### config.mk
export PLATFORM = sky130hd
export DESIGN_NAME = weight_bram_sequencer
export DESIGN_NICKNAME = d
export VERILOG_FILES = /design/src/rtl/weight_bram_sequencer_pkg.sv /design/src/rtl/weight_out_fifo.sv /design/src/rtl/weight_bram_sequencer.sv
export SDC_FILE = /design/constraint.sdc
export NUM_CORES = 1
export LEC_CHECK = 0
export BUFFER_PORTS_ARGS = -buffer_cell sky130_fd_sc_hd__buf_2
export CAP_MARGIN = 20
export CELL_PAD_IN_SITES_DETAIL_PLACEMENT = 0
export CELL_PAD_IN_SITES_GLOBAL_PLACEMENT = 1
export CORE_UTILIZATION = 38
export DETAILED_ROUTE_END_ITERATION = 16
export GPL_ROUTABILITY_DRIVEN = 0
export PLACE_DENSITY = 0.86
export SYNTH_ARGS = -nofsm -noshare
export SYNTH_HDL_FRONTEND = slang
export SYNTH_SLANG_ARGS = --single-unit
### constraint.sdc
create_clock -name CLK -period 4 [get_ports CLK]
set_input_delay 0.2 -clock CLK [delete_from_list [all_inputs] [get_ports CLK]]
set_output_delay 0.2 -clock CLK [all_outputs]
set_load 0.01 [all_outputs]
### src/rtl/weight_bram_sequencer_pkg.sv
`default_nettype none
// ============================================================================
// weight_bram_sequencer_pkg : shared ANN weight-memory constants and the
// sequencer state type reused by layer-level sequencers.          Rev 1.0
// ============================================================================
package weight_bram_sequencer_pkg;

    localparam int WEIGHT_W    = 16;
    localparam int BRAM_DEPTH  = 28;
    localparam int BRAM_ADDR_W = 5;

    typedef enum logic [1:0] {
        SEQ_IDLE  = 2'd0,
        SEQ_RUN   = 2'd1,
        SEQ_DRAIN = 2'd2
    } seq_state_t;

endpackage
`default_nettype wire

### src/rtl/weight_out_fifo.sv
`default_nettype none
// ============================================================================
// weight_out_fifo : 2-entry synchronous FIFO with registered head output.
//                                                                 Rev 1.0
// ============================================================================
module weight_out_fifo
    import weight_bram_sequencer_pkg::*;
#(
    parameter int WIDTH = BRAM_ADDR_W + WEIGHT_W
) (
    input  logic             clk,
    input  logic             rst,
    input  logic             push,
    input  logic [WIDTH-1:0] push_data,
    input  logic             pop,
    output logic [WIDTH-1:0] head,
    output logic [1:0]       count
);

    logic [WIDTH-1:0] tail;
    logic             pop_ok;
    logic             push_ok;

    assign pop_ok  = pop && (count != 2'd0);
    assign push_ok = push && ((count != 2'd2) || pop_ok);

    // The head entry is a register of its own so the consumer sees a
    // flop output rather than a pointer-selected mux.
    always_ff @(posedge clk) begin
        if (rst) begin
            head  <= '0;
            tail  <= '0;
            count <= 2'd0;
        end else begin
            case ({push_ok, pop_ok})
                2'b10: begin
                    if (count == 2'd0) begin
                        head <= push_data;
                    end else begin
                        tail <= push_data;
                    end
                    count <= count + 2'd1;
                end
                2'b01: begin
                    head  <= tail;
                    count <= count - 2'd1;
                end
                2'b11: begin
                    if (count == 2'd1) begin
                        head <= push_data;
                    end else begin
                        head <= tail;
                        tail <= push_data;
                    end
                end
                default: begin
                end
            endcase
        end
    end

endmodule
`default_nettype wire

### src/rtl/weight_bram_sequencer.sv
`default_nettype none
// ============================================================================
// weight_bram_sequencer : arbitrates loader writes against a streamed read
// pass of one neuron weight BRAM toward the MAC.                  Rev 1.0
// ============================================================================
module weight_bram_sequencer
    import weight_bram_sequencer_pkg::*;
#(
    parameter int DEPTH  = BRAM_DEPTH,
    parameter int ADDR_W = BRAM_ADDR_W,
    parameter int DATA_W = WEIGHT_W
) (
    input  logic              CLK,
    input  logic              RST,
    input  logic              START,
    output logic              BUSY,
    output logic              DONE,
    input  logic              LD_REQ,
    input  logic [ADDR_W-1:0] LD_ADDR,
    input  logic [DATA_W-1:0] LD_DATA,
    output logic              LD_ACK,
    output logic              BRAM_EN,
    output logic              BRAM_WE,
    output logic [ADDR_W-1:0] BRAM_ADDR,
    output logic [DATA_W-1:0] BRAM_DI,
    input  logic [DATA_W-1:0] BRAM_DO,
    output logic [DATA_W-1:0] W_OUT,
    output logic [ADDR_W-1:0] W_IDX,
    output logic              W_VALID,
    input  logic              W_READY
);

    localparam logic [ADDR_W-1:0] LAST_ADDR = ADDR_W'(DEPTH - 1);
    localparam logic [ADDR_W:0]   DEPTH_EXT = (ADDR_W + 1)'(DEPTH);

    seq_state_t                 state;
    seq_state_t                 state_next;
    logic [ADDR_W-1:0]          rd_cnt;
    logic [1:0]                 occupancy;
    logic [2:0]                 level;
    logic                       in_flight;
    logic                       pop;
    logic                       issue;
    logic                       done_next;
    logic                       wr_in_range;
    logic [ADDR_W+DATA_W-1:0]   fifo_head;

    // A read issued last cycle is identified by BRAM_EN without BRAM_WE;
    // its data and address are pushed together at this posedge.
    assign in_flight   = BRAM_EN & ~BRAM_WE;
    assign W_VALID     = (occupancy != 2'd0);
    assign pop         = W_VALID & W_READY;
    assign {W_IDX, W_OUT} = fifo_head;
    assign wr_in_range = ({1'b0, LD_ADDR} < DEPTH_EXT);
    assign level       = {1'b0, occupancy} - {2'b00, pop} + {2'b00, in_flight};

    weight_out_fifo #(
        .WIDTH (ADDR_W + DATA_W)
    ) u_fifo (
        .clk       (CLK),
        .rst       (RST),
        .push      (in_flight),
        .push_data ({BRAM_ADDR, BRAM_DO}),
        .pop       (pop),
        .head      (fifo_head),
        .count     (occupancy)
    );

    always_ff @(posedge CLK) begin
        if (RST) begin
            state <= SEQ_IDLE;
        end else begin
            state <= state_next;
        end
    end

    always_comb begin
        state_next = state;
        issue      = 1'b0;
        done_next  = 1'b0;
        LD_ACK     = 1'b0;
        case (state)
            SEQ_IDLE: begin
                // A pending load always beats START; START is simply dropped.
                if (LD_REQ) begin
                    LD_ACK = ~RST;
                end else if (START) begin
                    state_next = SEQ_RUN;
                end
            end
            SEQ_RUN: begin
                if (level < 3'd2) begin
                    issue = 1'b1;
                    if (rd_cnt == LAST_ADDR) begin
                        state_next = SEQ_DRAIN;
                    end
                end
            end
            SEQ_DRAIN: begin
                if (level == 3'd0) begin
                    state_next = SEQ_IDLE;
                    done_next  = 1'b1;
                end
            end
            default: begin
                state_next = SEQ_IDLE;
            end
        endcase
    end

    always_ff @(posedge CLK) begin
        if (RST) begin
            rd_cnt    <= '0;
            BUSY      <= 1'b0;
            DONE      <= 1'b0;
            BRAM_EN   <= 1'b0;
            BRAM_WE   <= 1'b0;
            BRAM_ADDR <= '0;
            BRAM_DI   <= '0;
        end else begin
            BUSY    <= (state_next != SEQ_IDLE);
            DONE    <= done_next;
            BRAM_EN <= 1'b0;
            BRAM_WE <= 1'b0;
            if (LD_ACK) begin
                if (wr_in_range) begin
                    BRAM_EN   <= 1'b1;
                    BRAM_WE   <= 1'b1;
                    BRAM_ADDR <= LD_ADDR;
                    BRAM_DI   <= LD_DATA;
                end
            end else if (issue) begin
                BRAM_EN   <= 1'b1;
                BRAM_ADDR <= rd_cnt;
                rd_cnt    <= (rd_cnt == LAST_ADDR) ? '0 : rd_cnt + 1'b1;
            end
        end
    end

endmodule
`default_nettype wire
==> metrics.md, run 1 <==
| Metric | Value |
|---|---|
| Number of routed nets with antenna violations | 0 |
| Metal-1 WL | 3.42 mm |
| Minimum clock period | 3310 ps |
| Wire length of the first global-routing pass | 12.2 mm |
| Initial antenna violation count | 0 |
| CTS Buf Count | 9 |
| Post-DP HPWL | 4.77 mm |
| Total via count in the routed design | 2784 |
| Count of max-cap constraint violations | 0 |
| Startpoint of the lowest-slack hold path | LD_DATA[7] |
| Number of gates given a new drive strength after cts | 0 |
| CTS sink cnt | 76 |
| CTS clk-pin slew, worst paths | 80 ps |
| Post-Place Worst Slack | 729 ps |
| GRT Residual Overflow | 0 |
| Number of setup buffers added after CTS | 0 |
| Violation count after the first detailed-routing iteration | 127 |
| VDD IR-drop max | 0.000243 V |
| Sequential-to-total area share from yosys stat | 0.466 |
| WL/cell | 13.2 um |
| LEAKAGE | 0.00193 uW |
| Status | finished, final reports clean |
| Hold path depth | 3 |
| Design Area, Final | 3950 um^2 |
| Hold buffers post-CTS | 0 |
| H-tree levels | 3 |
| Number of pins with negative max-slew slack in the final report | 0 |
| Total of buffers placed on input and output ports | 89 |
| EDFF count, synth | 0 |
| Most area-consuming cells after synthesis | sky130_fd_sc_hd__dfxtp_1 47%, sky130_fd_sc_hd__nand2_1 7.8%, sky130_fd_sc_hd__mux2i_1 7.4% |
| Synthesized instance count | 369 |
| Post-synthesis instance area | 3260 um^2 |
| Vias/cell | 4.99 |
| Buffer and inverter count on the worst path | 4 |
| Post-Synthesis Net Count | 418 |
| Crit path arrival time | 3570 ps |
| Layout Area Growth over Synthesis | 21.0% |
| Die footprint | 8960 um^2 |
| Final clock skew | 9.76 ps |
| Source of the worst register-to-register timing path | u_fifo.count[1] |
| Detail Route met2 WL | 3.40 mm |
| Maximum achievable frequency | 0.302 GHz |
| Number of global-route vias before repair | 2585 |
| Routed length on met3 | 458 um |
| Delay contributed by the slowest stage of the critical path | 540 ps |
| Critical path cell sequence | inv_1, ha_1, nand2b_1, inv_2, ha_1, inv_1, ha_1, inv_1, fa_1, nand3b_1, o2bb2ai_4, nor2_2, a311oi_2 |
| Starting utilization of the core area | 0.395 |
| CTS tree | done |
| Total Negative Setup Slacks | 0 ps |
| Final Worst Setup Slack | 690 ps |
| Horizontal die dimension | 94.7 um |
| Antenna Diode Count | 0 |
| Category of the worst setup path capture point | flop |
| Fraction of layout instances using a drive strength above 1 | 0.265 |
| Worst-margin pin slew | 1040 ps |
| Cell type with the highest aggregate area in the netlist | sky130_fd_sc_hd__dfxtp_1 |
| Number of cells on the critical path | 13 |
| Critical path class | reg2reg |
| Share of the synthesized area in the top cell type | 0.466 |
| Element type at the critical path start | flop |
| Power per cell area | 598 nW/um^2 |
| Die Ht | 94.7 um |
| Normalized max-slew margin | 0.307 |
| Hold WC Path Type | in2reg |
| Required time at the endpoint of the critical path | 4260 ps |
| Crit share post-route | 0.827 |
| Worst reg2reg path endpoint | BRAM_ADDR[4] |
| Worst R2R Setup Slack | 690 ps |
| Cell variety after synth | 39 |
| Clk buf depth | 2 |
| Router iterations before antenna repair | 4 |
| Global Route Usage Sum | 0.174 |
| Floorplan row count | 33 |
| R2R depth | 13 |
| Critical path fanouts, max | 11 |
| RSZ-0062 raised after global routing | false |
| Largest net degree at the start of global routing | 74 |
| Power, Total | 2360 uW |
| Total I/O pin count | 90 |
| Kind of cell adding the most delay to the critical path | adder cells |
| Crit-path slowest cell | sky130_fd_sc_hd__fa_1 |
| Total Nets Final | 497 |
| Top Layer Used | met4 |
| Fraction of registers with async set/reset | 0 |
| Synthesized area per cell | 8.84 um^2 |
| Commonest register cell after synthesis | sky130_fd_sc_hd__dfxtp_1 |
| Count of warnings emitted by yosys | 0 |
| Setup Viol. Count Final | 0 |
| Worst Hold Path EP | BRAM_DI[7] |
| Root Buffer | sky130_fd_sc_hd__clkbuf_8 |
| Total routed wirelength | 7.34 mm |
| Residual DRC count | 0 |
| Core area | 8260 um^2 |
| Number of flip-flops and latches in the synthesized netlist | 76 |
| Placement Cell Area | 3750 um^2 |
| Count of final hold-check violations | 0 |
| Source-to-sink clock delay at the later pin of the worst-skew pair | 350 ps |
==> synth_stat cells, types with 4 or more instances <==
master and number:
sky130_fd_sc_hd__dfxtp_1 76, sky130_fd_sc_hd__nand2_1 68, sky130_fd_sc_hd__nor2_1 49, sky130_fd_sc_hd__a21oi_1 25
sky130_fd_sc_hd__mux2i_1 24, sky130_fd_sc_hd__a211oi_1 21, sky130_fd_sc_hd__clkbuf_1 18, sky130_fd_sc_hd__nand3b_1 18
sky130_fd_sc_hd__inv_1 7, sky130_fd_sc_hd__ha_1 6, sky130_fd_sc_hd__nor2b_1 5, sky130_fd_sc_hd__xnor2_1 5
sky130_fd_sc_hd__a311oi_2 4, sky130_fd_sc_hd__nor2_2 4, sky130_fd_sc_hd__o21ai_0 4
==> worst reg2reg max path, stage by stage, from the launching register on <==
cell and delay, ps:
sky130_fd_sc_hd__dfxtp_1 480, sky130_fd_sc_hd__inv_1 130, sky130_fd_sc_hd__ha_1 260, sky130_fd_sc_hd__nand2b_1 220, sky130_fd_sc_hd__inv_2 140, sky130_fd_sc_hd__ha_1 240
sky130_fd_sc_hd__inv_1 60, sky130_fd_sc_hd__ha_1 120, sky130_fd_sc_hd__inv_1 40, sky130_fd_sc_hd__fa_1 540, sky130_fd_sc_hd__nand3b_1 250, sky130_fd_sc_hd__o2bb2ai_4 420
sky130_fd_sc_hd__nor2_2 70, sky130_fd_sc_hd__a311oi_2 260
==> power breakdown <==
| part | switching [uW] | internal (uW) |
|---|---|---|
| logic | 491 | 310 |
| registers | 78.8 | 885 |
| clock network | 287 | 308 |
| total | 857 | 1500 |
==> state kept, by name (all words and copies together), names as in the netlist <==
| signal | flops |
|---|---|
| u_fifo.head | 21 |
| u_fifo.tail | 21 |
| BRAM_DI | 16 |
| BRAM_ADDR | 5 |
| rd_cnt | 5 |
| state | 2 |
| u_fifo.count | 2 |
| BRAM_EN | 1 |
| BRAM_WE | 1 |
| BUSY | 1 |
| DONE | 1 |
==> final cells by class <==
type,instances,area (um^2)
Sequential cell,76,1520
Clock buffer,11,141
Timing Repair Buffer,91,460
Fill cell,830,4310
Multi-Input combinational cell,260,1580
Inverter,10,50.0
Clock inverter,5,60.1
Tap cell,105,131
==> logic make-up (layout without fill, tap and decap cells) <==
| group | count (synthesis) | count (layout) | share of synthesized area |
|---|---|---|---|
| AOI/OAI and AO/OA | 60 | 60 | 0.132 |
| adders and majority gates | 7 | 7 | 0.0292 |
| buffers and inverters | 33 | 117 | 0.0495 |
| muxes | 25 | 25 | 0.0771 |
| xor gates and xnor gates | 6 | 6 | 0.0161 |
| and+or+nand+nor | 162 | 162 | 0.229 |
| DFF | 76 | 76 | 0.466 |
==> worst max-delay path by stage <==
stage	endpoint	start	slack, ps
final	BRAM_ADDR[4]	u_fifo.count[1]	690
after global routing	BRAM_ADDR[4]	u_fifo.count[1]	400
after CTS	BRAM_ADDR[4]	u_fifo.count[1]	670
after global placement	BRAM_ADDR[3]	u_fifo.count[1]	860
after detailed placement	BRAM_ADDR[3]	u_fifo.count[1]	730
after floorplan	BRAM_ADDR[0]	u_fifo.count[1]	1090
==> per-layer routing <==
metal	global-route usage	vias to the layer above
li1	-	1411
met1	0.217	1289
met5	0	-
met2	0.286	77
met4	0.0404	0
met3	0.0628	7
==> cells in the final DEF, fill, tap and decap left out, types with 2 or more instances in the layout <==
| cell type | count |
|---|---|
| sky130_fd_sc_hd__a311oi_1 | 3 |
| sky130_fd_sc_hd__ha_1 | 6 |
| sky130_fd_sc_hd__nand3b_1 | 18 |
| sky130_fd_sc_hd__buf_2 | 89 |
| sky130_fd_sc_hd__inv_2 | 2 |
| sky130_fd_sc_hd__inv_1 | 7 |
| sky130_fd_sc_hd__nor2b_1 | 5 |
| sky130_fd_sc_hd__xnor2_1 | 5 |
| sky130_fd_sc_hd__nand2_1 | 68 |
| sky130_fd_sc_hd__a21oi_1 | 24 |
| sky130_fd_sc_hd__a211oi_1 | 21 |
| sky130_fd_sc_hd__o21ai_0 | 4 |
| sky130_fd_sc_hd__nor3b_1 | 2 |
| sky130_fd_sc_hd__mux2i_1 | 24 |
| sky130_fd_sc_hd__dfxtp_1 | 76 |
| sky130_fd_sc_hd__nand2b_1 | 3 |
| sky130_fd_sc_hd__buf_4 | 2 |
| sky130_fd_sc_hd__a311oi_2 | 4 |
| sky130_fd_sc_hd__nand3_1 | 3 |
| sky130_fd_sc_hd__nor2_2 | 4 |
| sky130_fd_sc_hd__clkbuf_8 | 10 |
| sky130_fd_sc_hd__nor2_1 | 49 |
| sky130_fd_sc_hd__nor3_1 | 3 |
==> per-stage QoR <==
step / hold WS [ps] / instances / util
4_1_cts: 15.8 / 558 / 0.478
6_report: 33.1 / 558 / 0.478
3_3_place_gp: 382 / 542 / 0.454
2_1_floorplan: 299 / 369 / -
5_1_grt: 16.6 / 558 / 0.478
3_5_place_dp: 390 / 542 / 0.454
Note: power is estimated with default switching activity, not from simulation.
==> inputs of run 2 (changes only) <==
==> constraint.sdc (replaced) <==
create_clock -name CLK -period 3.4 [get_ports CLK]
set_input_delay 0.17 -clock CLK [delete_from_list [all_inputs] [get_ports CLK]]
set_output_delay 0.17 -clock CLK [all_outputs]
set_load 0.01 [all_outputs]
==> run 2 against run 1 <==
Clock-buffer cell count down 2. Register-to-register slack worse by 400 ps. Power up 20%. Critical path depth unchanged. Clock skew down 3.5 ps. Non-clock buffer count up 4. Design area up 1.3%. Routed wire length up 1.8%.
==> metrics.md, run 2 (synthesis results as in run 1) <==
| Metric | Value |
|---|---|
| Status | finished, final reports clean |
| Final Worst Setup Slack | 290 ps (-400 ps) |
| Starting utilization of the core area | 0.395 (unchanged) |
| Required time at the endpoint of the critical path | 3650 ps (-610 ps) |
| GRT Residual Overflow | 0 (unchanged) |
| Antenna Diode Count | 0 (unchanged) |
| Part of the power in the clock network | 0.266 (+0.014) |
| Initial antenna violation count | 0 (unchanged) |
| Total routed wirelength | 7.47 mm (+1.8%) |
| Global Route Usage Sum | 0.175 (+0.000635) |
| Dpl cells | 543 (+0.18%) |
| WL/cell | 13.3 um (+1.2%) |
| Category of the worst setup path capture point | flop |
| Post-Place Worst Slack | 309 ps (-420 ps) |
| Source-to-sink clock delay at the later pin of the worst-skew pair | 350 ps (about the same) |
| Total of buffers placed on input and output ports | 89 (unchanged) |
| Post-DP HPWL | 4.83 mm (+1.2%) |
| Normalized max-slew margin | 0.337 (+0.0298) |
| Violation count after the first detailed-routing iteration | 82 (-35%) |
| Fraction of layout instances using a drive strength above 1 | 0.265 (+0.000450) |
| Router iterations before antenna repair | 4 (unchanged) |
| Vias/cell | 4.99 (about the same) |
| Net Sw Power | 1010 uW (+18%) |
| RSZ-0062 raised after global routing | false |
| Internal Dissipation | 1820 uW (+21%) |
| Residual DRC count | 0 (unchanged) |
| Total Nets Final | 501 (+0.80%) |
| Number of routed nets with antenna violations | 0 (unchanged) |
| Number of setup buffers added after CTS | 0 (unchanged) |
| Core area | 8260 um^2 (unchanged) |
| Total I/O pin count | 90 (unchanged) |
| Switching portion of total power | 0.357 (-0.00610) |
| Number of pins with negative max-slew slack in the final report | 0 (unchanged) |
| Die Ht | 94.7 um (unchanged) |
| Setup Viol. Count Final | 0 (unchanged) |
| Layout Area Growth over Synthesis | 22.6% |
| Most frequent cells in the layout | 89 x sky130_fd_sc_hd__buf_2, 76 x sky130_fd_sc_hd__dfxtp_1, 68 x sky130_fd_sc_hd__nand2_1 |
| Commonest non-fill, non-tap cell in the layout | sky130_fd_sc_hd__buf_2 |
| Die footprint | 8960 um^2 (unchanged) |
| Count of max-cap constraint violations | 0 (unchanged) |
| Crit share post-route | 0.915 (+0.0871) |
| LEAKAGE | 0.00196 uW (+1.2%) |
| Cell Count, Final, Fillers Out | 561 (+0.54%) |
| Worst-margin pin slew | 995 ps (-44.7 ps) |
| Number of global-route vias before repair | 2710 (+4.8%) |
| VDD IR-drop max | 0.000269 V (+11%) |
| CTS sink cnt | 76 (unchanged) |
| Fill cell instance count of the final layout | 825 (-0.60%) |
| Largest net degree at the start of global routing | 74 (unchanged) |
| CTS Buf Count | 9 (unchanged) |
| Power per cell area | 710 nW/um^2 (+19%) |
| R2R depth | 13 (unchanged) |
| Hold path depth | 3 (unchanged) |
| Hold WC Path Type | in2reg |
| Final clock skew | 6.27 ps (-3.49 ps) |
| Wire length of the first global-routing pass | 12.3 mm (+1.1%) |
| Crit path arrival time | 3360 ps (-210 ps) |
| Critical path fanouts, max | 11 (unchanged) |
| Root Buffer | sky130_fd_sc_hd__clkbuf_8 |
| Floorplan row count | 33 (unchanged) |
| Part of the total power dissipated in combinational logic | 0.337 (-0.003) |
| Worst R2R Setup Slack | 290 ps (-400 ps) |
| Clk buf depth | 2 (unchanged) |
| Minimum clock period | 3110 ps (-200 ps) |
| CTS tree | done |
| Horizontal die dimension | 94.7 um (unchanged) |
| Maximum achievable frequency | 0.322 GHz (+6.4%) |
| Total Negative Setup Slacks | 0 ps (unchanged) |
| H-tree levels | 3 (unchanged) |
| Critical path class | reg2reg |
| CTS clk-pin slew, worst paths | 80 ps (about the same) |
| Largest registers in the final layout | u_fifo.head x21, u_fifo.tail x21, BRAM_DI x16 |
| Seq pwr share | 0.397 (-0.012) |
| Total via count in the routed design | 2800 (+0.57%) |
| Count of final hold-check violations | 0 (unchanged) |
| Element type at the critical path start | flop |
run 2: per-layer routing:
metal | wire length [um] | GRT usage
met2 | 3380 | 0.296
met4 | 111 | 0.0657
met3 | 428 | 0.0419
met5 | 0 | 0
met1 | 3550 | 0.214
run 2: cell type report:
cell class | instances | area, um^2 | area share
clock buffer | 9 | 124 | 0.0310
clock inverter | 6 | 90.1 | 0.0225
inverter | 10 | 50.0 | 0.0125
multi-input combinational | 260 | 1580 | 0.396
sequential | 76 | 1520 | 0.381
tap | 105 | 131 | 0.0329
timing repair buffer | 95 | 498 | 0.125
run 2: worst paths after layout:
| check | to | from |
|---|---|---|
| worst max-delay path | BRAM_ADDR[3] | u_fifo.count[0] |
| worst max register to register | BRAM_ADDR[3] | u_fifo.count[0] |
| worst min-delay path | BRAM_DI[12] | LD_DATA[12] |
| worst min register to register | u_fifo.head[19] | u_fifo.tail[19] |
run 2: what timing repair did:
action | CTS | global route
setup endpoints to repair | 0 | 0
hold buffers | 3 | 0
resized for setup | 0 | 0
hold endpoints to repair | 3 | 0
run 2: power by group through the flow:
stage | Combinational, uW | Sequential (uW) | Clock [uW]
after floorplan | 611 | 1200 | 0
after global placement | 936 | 1140 | 0
after detailed placement | 959 | 1150 | 0
after CTS | 964 | 1130 | 770
after global routing | 1080 | 1150 | 810
final | 956 | 1130 | 753
run 2: metrics by stage:
| step | total power [uW] | hold slack, ps | util | area (um^2) |
|---|---|---|---|---|
| after floorplan | 1820 | 269 | - | 3260 |
| after global placement | 2080 | 352 | 0.455 | 3750 |
| after detailed placement | 2110 | 359 | 0.455 | 3750 |
| after CTS | 2860 | 0.199 | 0.484 | 4000 |
| after global routing | 3030 | 0.745 | 0.484 | 4000 |
| final | 2840 | 7.51 | 0.484 | 4000 |
run 2: worst max-delay path, stage by stage (launching register included):
cell,delay (ps)
sky130_fd_sc_hd__dfxtp_1,340
sky130_fd_sc_hd__inv_1,100
sky130_fd_sc_hd__ha_1,260
sky130_fd_sc_hd__nand2b_1,220
sky130_fd_sc_hd__inv_2,130
sky130_fd_sc_hd__ha_1,240
sky130_fd_sc_hd__inv_1,60
sky130_fd_sc_hd__ha_1,130
sky130_fd_sc_hd__inv_1,40
sky130_fd_sc_hd__fa_1,550
sky130_fd_sc_hd__nand3b_1,230
sky130_fd_sc_hd__o2bb2ai_4,400
sky130_fd_sc_hd__nor2_1,80
sky130_fd_sc_hd__a311oi_1,230
==> inputs of run 3 (changes only) <==
--- a/config.mk
+++ b/config.mk
@@ -5,14 +5,16 @@
 export SDC_FILE = /design/constraint.sdc
 export NUM_CORES = 1
 export LEC_CHECK = 0
+export ABC_AREA = 1
 export BUFFER_PORTS_ARGS = -buffer_cell sky130_fd_sc_hd__buf_2
-export CAP_MARGIN = 20
+export CAP_MARGIN = 25
 export CELL_PAD_IN_SITES_DETAIL_PLACEMENT = 0
 export CELL_PAD_IN_SITES_GLOBAL_PLACEMENT = 1
-export CORE_UTILIZATION = 38
+export CORE_UTILIZATION = 37
 export DETAILED_ROUTE_END_ITERATION = 16
 export GPL_ROUTABILITY_DRIVEN = 0
 export PLACE_DENSITY = 0.86
+export SLEW_MARGIN = 20
 export SYNTH_ARGS = -nofsm -noshare
 export SYNTH_HDL_FRONTEND = slang
 export SYNTH_SLANG_ARGS = --single-unit
==> run 3 against run 2 <==
Clock skew rose by 2.5 ps. Setup slack improved by 190 ps. Worst hold slack gained 14 ps. Sequential share of layout area down 4.3 points. Register-to-register slack gained 190 ps. Critical path type unchanged.
==> metrics.md, run 3 <==
| Metric | Value |
|---|---|
| Status | finished, final reports clean |
| Setup Viol. Count Final | 0 (unchanged) |
| Crit share post-route | 0.858 (-0.0564) |
| Clk buf depth | 2 (unchanged) |
| Fraction of layout instances using a drive strength above 1 | 0.192 (-0.0733) |
| EDFF count, synth | 0 (unchanged) |
| Share of the synthesized area in the top cell type | 0.404 (-0.0626) |
| CTS Buf Count | 9 (unchanged) |
| WL/cell | 11.2 um (-16%) |
| Synthesized area per cell | 6.86 um^2 (-22%) |
| Worst R2R Setup Slack | 480 ps (+190 ps) |
| Seq pwr share | 0.367 (-0.030) |
| Hold WC Path Type | in2reg |
| Most repeated cell in the gate-level netlist after synthesis | sky130_fd_sc_hd__nand2_1 |
| Residual DRC count | 0 (unchanged) |
| Total Nets Final | 675 (+35%) |
| Root Buffer | sky130_fd_sc_hd__clkbuf_8 |
| Number of flip-flops and latches in the synthesized netlist | 76 (unchanged) |
| Most frequent cells in the layout | 161 x sky130_fd_sc_hd__nand2_1, 89 x sky130_fd_sc_hd__buf_2, 76 x sky130_fd_sc_hd__dfxtp_1 |
| Net Sw Power | 1160 uW (+15%) |
| Number of global-route vias before repair | 3148 (+16%) |
| Number of gates given a new drive strength after cts | 0 (unchanged) |
| Violation count after the first detailed-routing iteration | 247 (+200%) |
| Number of routed nets with antenna violations | 0 (unchanged) |
| Part of the total power dissipated in combinational logic | 0.380 (+0.043) |
| H-tree levels | 3 (unchanged) |
| Required time at the endpoint of the critical path | 3640 ps (about the same) |
| Cell type with the highest aggregate area in the netlist | sky130_fd_sc_hd__dfxtp_1 |
| Worst-margin pin slew | 758 ps (-237 ps) |
| Most common library cells after synthesis | 161 x sky130_fd_sc_hd__nand2_1, 76 x sky130_fd_sc_hd__dfxtp_1, 57 x sky130_fd_sc_hd__nor2_1, 54 x sky130_fd_sc_hd__inv_1, 51 x sky130_fd_sc_hd__nand3_1 |
| Count of warnings emitted by yosys | 0 (unchanged) |
| CTS clk-pin slew, worst paths | 80 ps (about the same) |
| Synthesized instance count | 549 (+49%) |
| Normalized max-slew margin | 0.493 (+0.157) |
| Wire length of the first global-routing pass | 14.0 mm (+14%) |
| Most area-consuming cells after synthesis | sky130_fd_sc_hd__dfxtp_1 40%, sky130_fd_sc_hd__nand2_1 16%, sky130_fd_sc_hd__nand3_1 6.8% |
| Total via count in the routed design | 3544 (+27%) |
| Internal Dissipation | 2010 uW (+10%) |
| Layout Area Growth over Synthesis | 19.6% |
| Fraction of registers with async set/reset | 0 (unchanged) |
| Category of the worst setup path capture point | flop |
| GRT Residual Overflow | 0 (unchanged) |
| Die footprint | 10600 um^2 (+18%) |
| Number of setup buffers added after CTS | 0 (unchanged) |
| Sequential-to-total area share from yosys stat | 0.404 (-0.0626) |
| VDD IR-drop max | 0.000274 V (+1.9%) |
| Post-Synthesis Net Count | 598 (+43%) |
| Power per cell area | 705 nW/um^2 (-0.63%) |
| Core area | 9820 um^2 (+19%) |
| Source-to-sink clock delay at the later pin of the worst-skew pair | 340 ps (about the same) |
| Switching portion of total power | 0.366 (+0.00924) |
| Commonest register cell after synthesis | sky130_fd_sc_hd__dfxtp_1 |
| Count of final hold-check violations | 0 (unchanged) |
| Total Negative Setup Slacks | 0 ps (unchanged) |
| RSZ-0062 raised after global routing | false |
| Critical path class | reg2reg |
| Maximum achievable frequency | 0.343 GHz (+6.6%) |
| LEAKAGE | 0.00237 uW (+21%) |
| Total of buffers placed on input and output ports | 89 (unchanged) |
| Number of pins with negative max-slew slack in the final report | 0 (unchanged) |
| Minimum clock period | 2920 ps (-192 ps) |
| Buffer and inverter count on the worst path | 4 (unchanged) |
| Part of the power in the clock network | 0.253 (-0.013) |
| Crit path arrival time | 3160 ps (-200 ps) |
| Critical path cell sequence | inv_1, ha_1, nor2_4, ha_1, inv_1, ha_1, inv_1, fa_1, inv_1, a21oi_2, nand3_2, o21ai_0, nor2_1 |
| CTS tree | done |
| Vias/cell | 4.64 (-6.9%) |
| Final clock skew | 8.73 ps (+2.46 ps) |
| Die Ht | 103 um (+8.7%) |
| Horizontal die dimension | 103 um (+8.7%) |
| Kind of cell adding the most delay to the critical path | adder cells |
| Post-synthesis instance area | 3770 um^2 (+15%) |
| Total I/O pin count | 90 (unchanged) |
| Largest net degree at the start of global routing | 61 (-18%) |
| Power, Total | 3180 uW (+12%) |
| Element type at the critical path start | flop |
| Starting utilization of the core area | 0.384 (-0.0113) |
| Global Route Usage Sum | 0.167 (-0.00728) |
| Cell variety after synth | 29 (-26%) |
| Final Worst Setup Slack | 482 ps (+192 ps) |
| Count of max-cap constraint violations | 0 (unchanged) |
| Post-Place Worst Slack | 496 ps (+187 ps) |
| Delay contributed by the slowest stage of the critical path | 500 ps (-50 ps) |
| Antenna Diode Count | 0 (unchanged) |
| Floorplan row count | 36 (+9.1%) |
| Largest registers in the final layout | u_fifo.head x21, u_fifo.tail x21, BRAM_DI x16 |
| CTS sink cnt | 76 (unchanged) |
| Critical Path Most Common Cell | sky130_fd_sc_hd__inv_1 |
| Critical path fanouts, max | 16 (+5) |
| Commonest non-fill, non-tap cell in the layout | sky130_fd_sc_hd__nand2_1 |
| Initial antenna violation count | 0 (unchanged) |
| Crit-path slowest cell | sky130_fd_sc_hd__fa_1 |
| Router iterations before antenna repair | 4 (unchanged) |
| Total routed wirelength | 8.53 mm (+14%) |
| Post-DP HPWL | 5.49 mm (+14%) |
[run 3: power by group through the flow]
stage | registers, uW | clock network (uW) | logic [uW]
final | 1170 | 803 | 1210
after global routing | 1190 | 868 | 1390
after detailed placement | 1190 | 0 | 1210
after CTS | 1170 | 835 | 1220
after global placement | 1180 | 0 | 1180
after floorplan | 1240 | 0 | 870
[run 3: cell type report]
class | count | area, um^2
clock buffers | 11 | 131
fillers | 1069 | 5310
inverters | 65 | 244
clock inverters | 4 | 98.8
repair buffers | 98 | 531
well taps | 133 | 166
flip-flops and latches | 76 | 1520
multi-input cells | 376 | 1810
[run 3: final timing paths]
kind	startpoint	to	depth (start not counted)
setup / recovery	u_fifo.count[1]	rd_cnt[4]	13
hold / removal	LD_DATA[0]	BRAM_DI[0]	3
setup reg to reg	u_fifo.count[1]	rd_cnt[4]	13
hold reg to reg	BRAM_DI[7]	BRAM_DI[7]	2
[run 3: what timing repair did]
item,CTS,global route
endpoints found under the setup margin,0,0
hold buffers,7,0
endpoints found under the hold margin,7,0
[run 3: stage by stage]
| stage | cells | area [um^2] | hold WS [ps] | util |
|---|---|---|---|---|
| 2_1_floorplan | 549 | 3770 | 281 | - |
| 3_3_place_gp | 741 | 4210 | 363 | 0.428 |
| 3_5_place_dp | 741 | 4210 | 366 | 0.428 |
| 4_1_cts | 763 | 4510 | 1.40 | 0.459 |
| 5_1_grt | 763 | 4510 | 14.9 | 0.459 |
| 6_report | 763 | 4510 | 21.1 | 0.459 |
[run 3: logic make-up (layout without fill, tap and decap cells)]
logic type,after synthesis,after routing,share of synthesized area
adder cells (fa/ha/maj),7,7,0.0252
AO/OA/AOI/OAI,56,56,0.0754
flip-flops,76,76,0.404
XOR/XNOR,1,1,0.00233
buffers and inverters,97,178,0.115
AND/OR/NAND/NOR,312,312,0.378
[run 3: per-layer routing]
metal	part of all wire	track usage
met5	0	0
met4	0.012	0.0574
met3	0.064	0.0522
met2	0.47	0.287
met1	0.46	0.198
[run 3: worst register-to-register path: stages, from the launching register on]
cell and delay (ps):
sky130_fd_sc_hd__dfxtp_1 430, sky130_fd_sc_hd__inv_1 140, sky130_fd_sc_hd__ha_1 290, sky130_fd_sc_hd__nor2_4 140, sky130_fd_sc_hd__ha_1 230, sky130_fd_sc_hd__inv_1 60
sky130_fd_sc_hd__ha_1 130, sky130_fd_sc_hd__inv_1 50, sky130_fd_sc_hd__fa_1 500, sky130_fd_sc_hd__inv_1 80, sky130_fd_sc_hd__a21oi_2 160, sky130_fd_sc_hd__nand3_2 280
sky130_fd_sc_hd__o21ai_0 250, sky130_fd_sc_hd__nor2_1 60
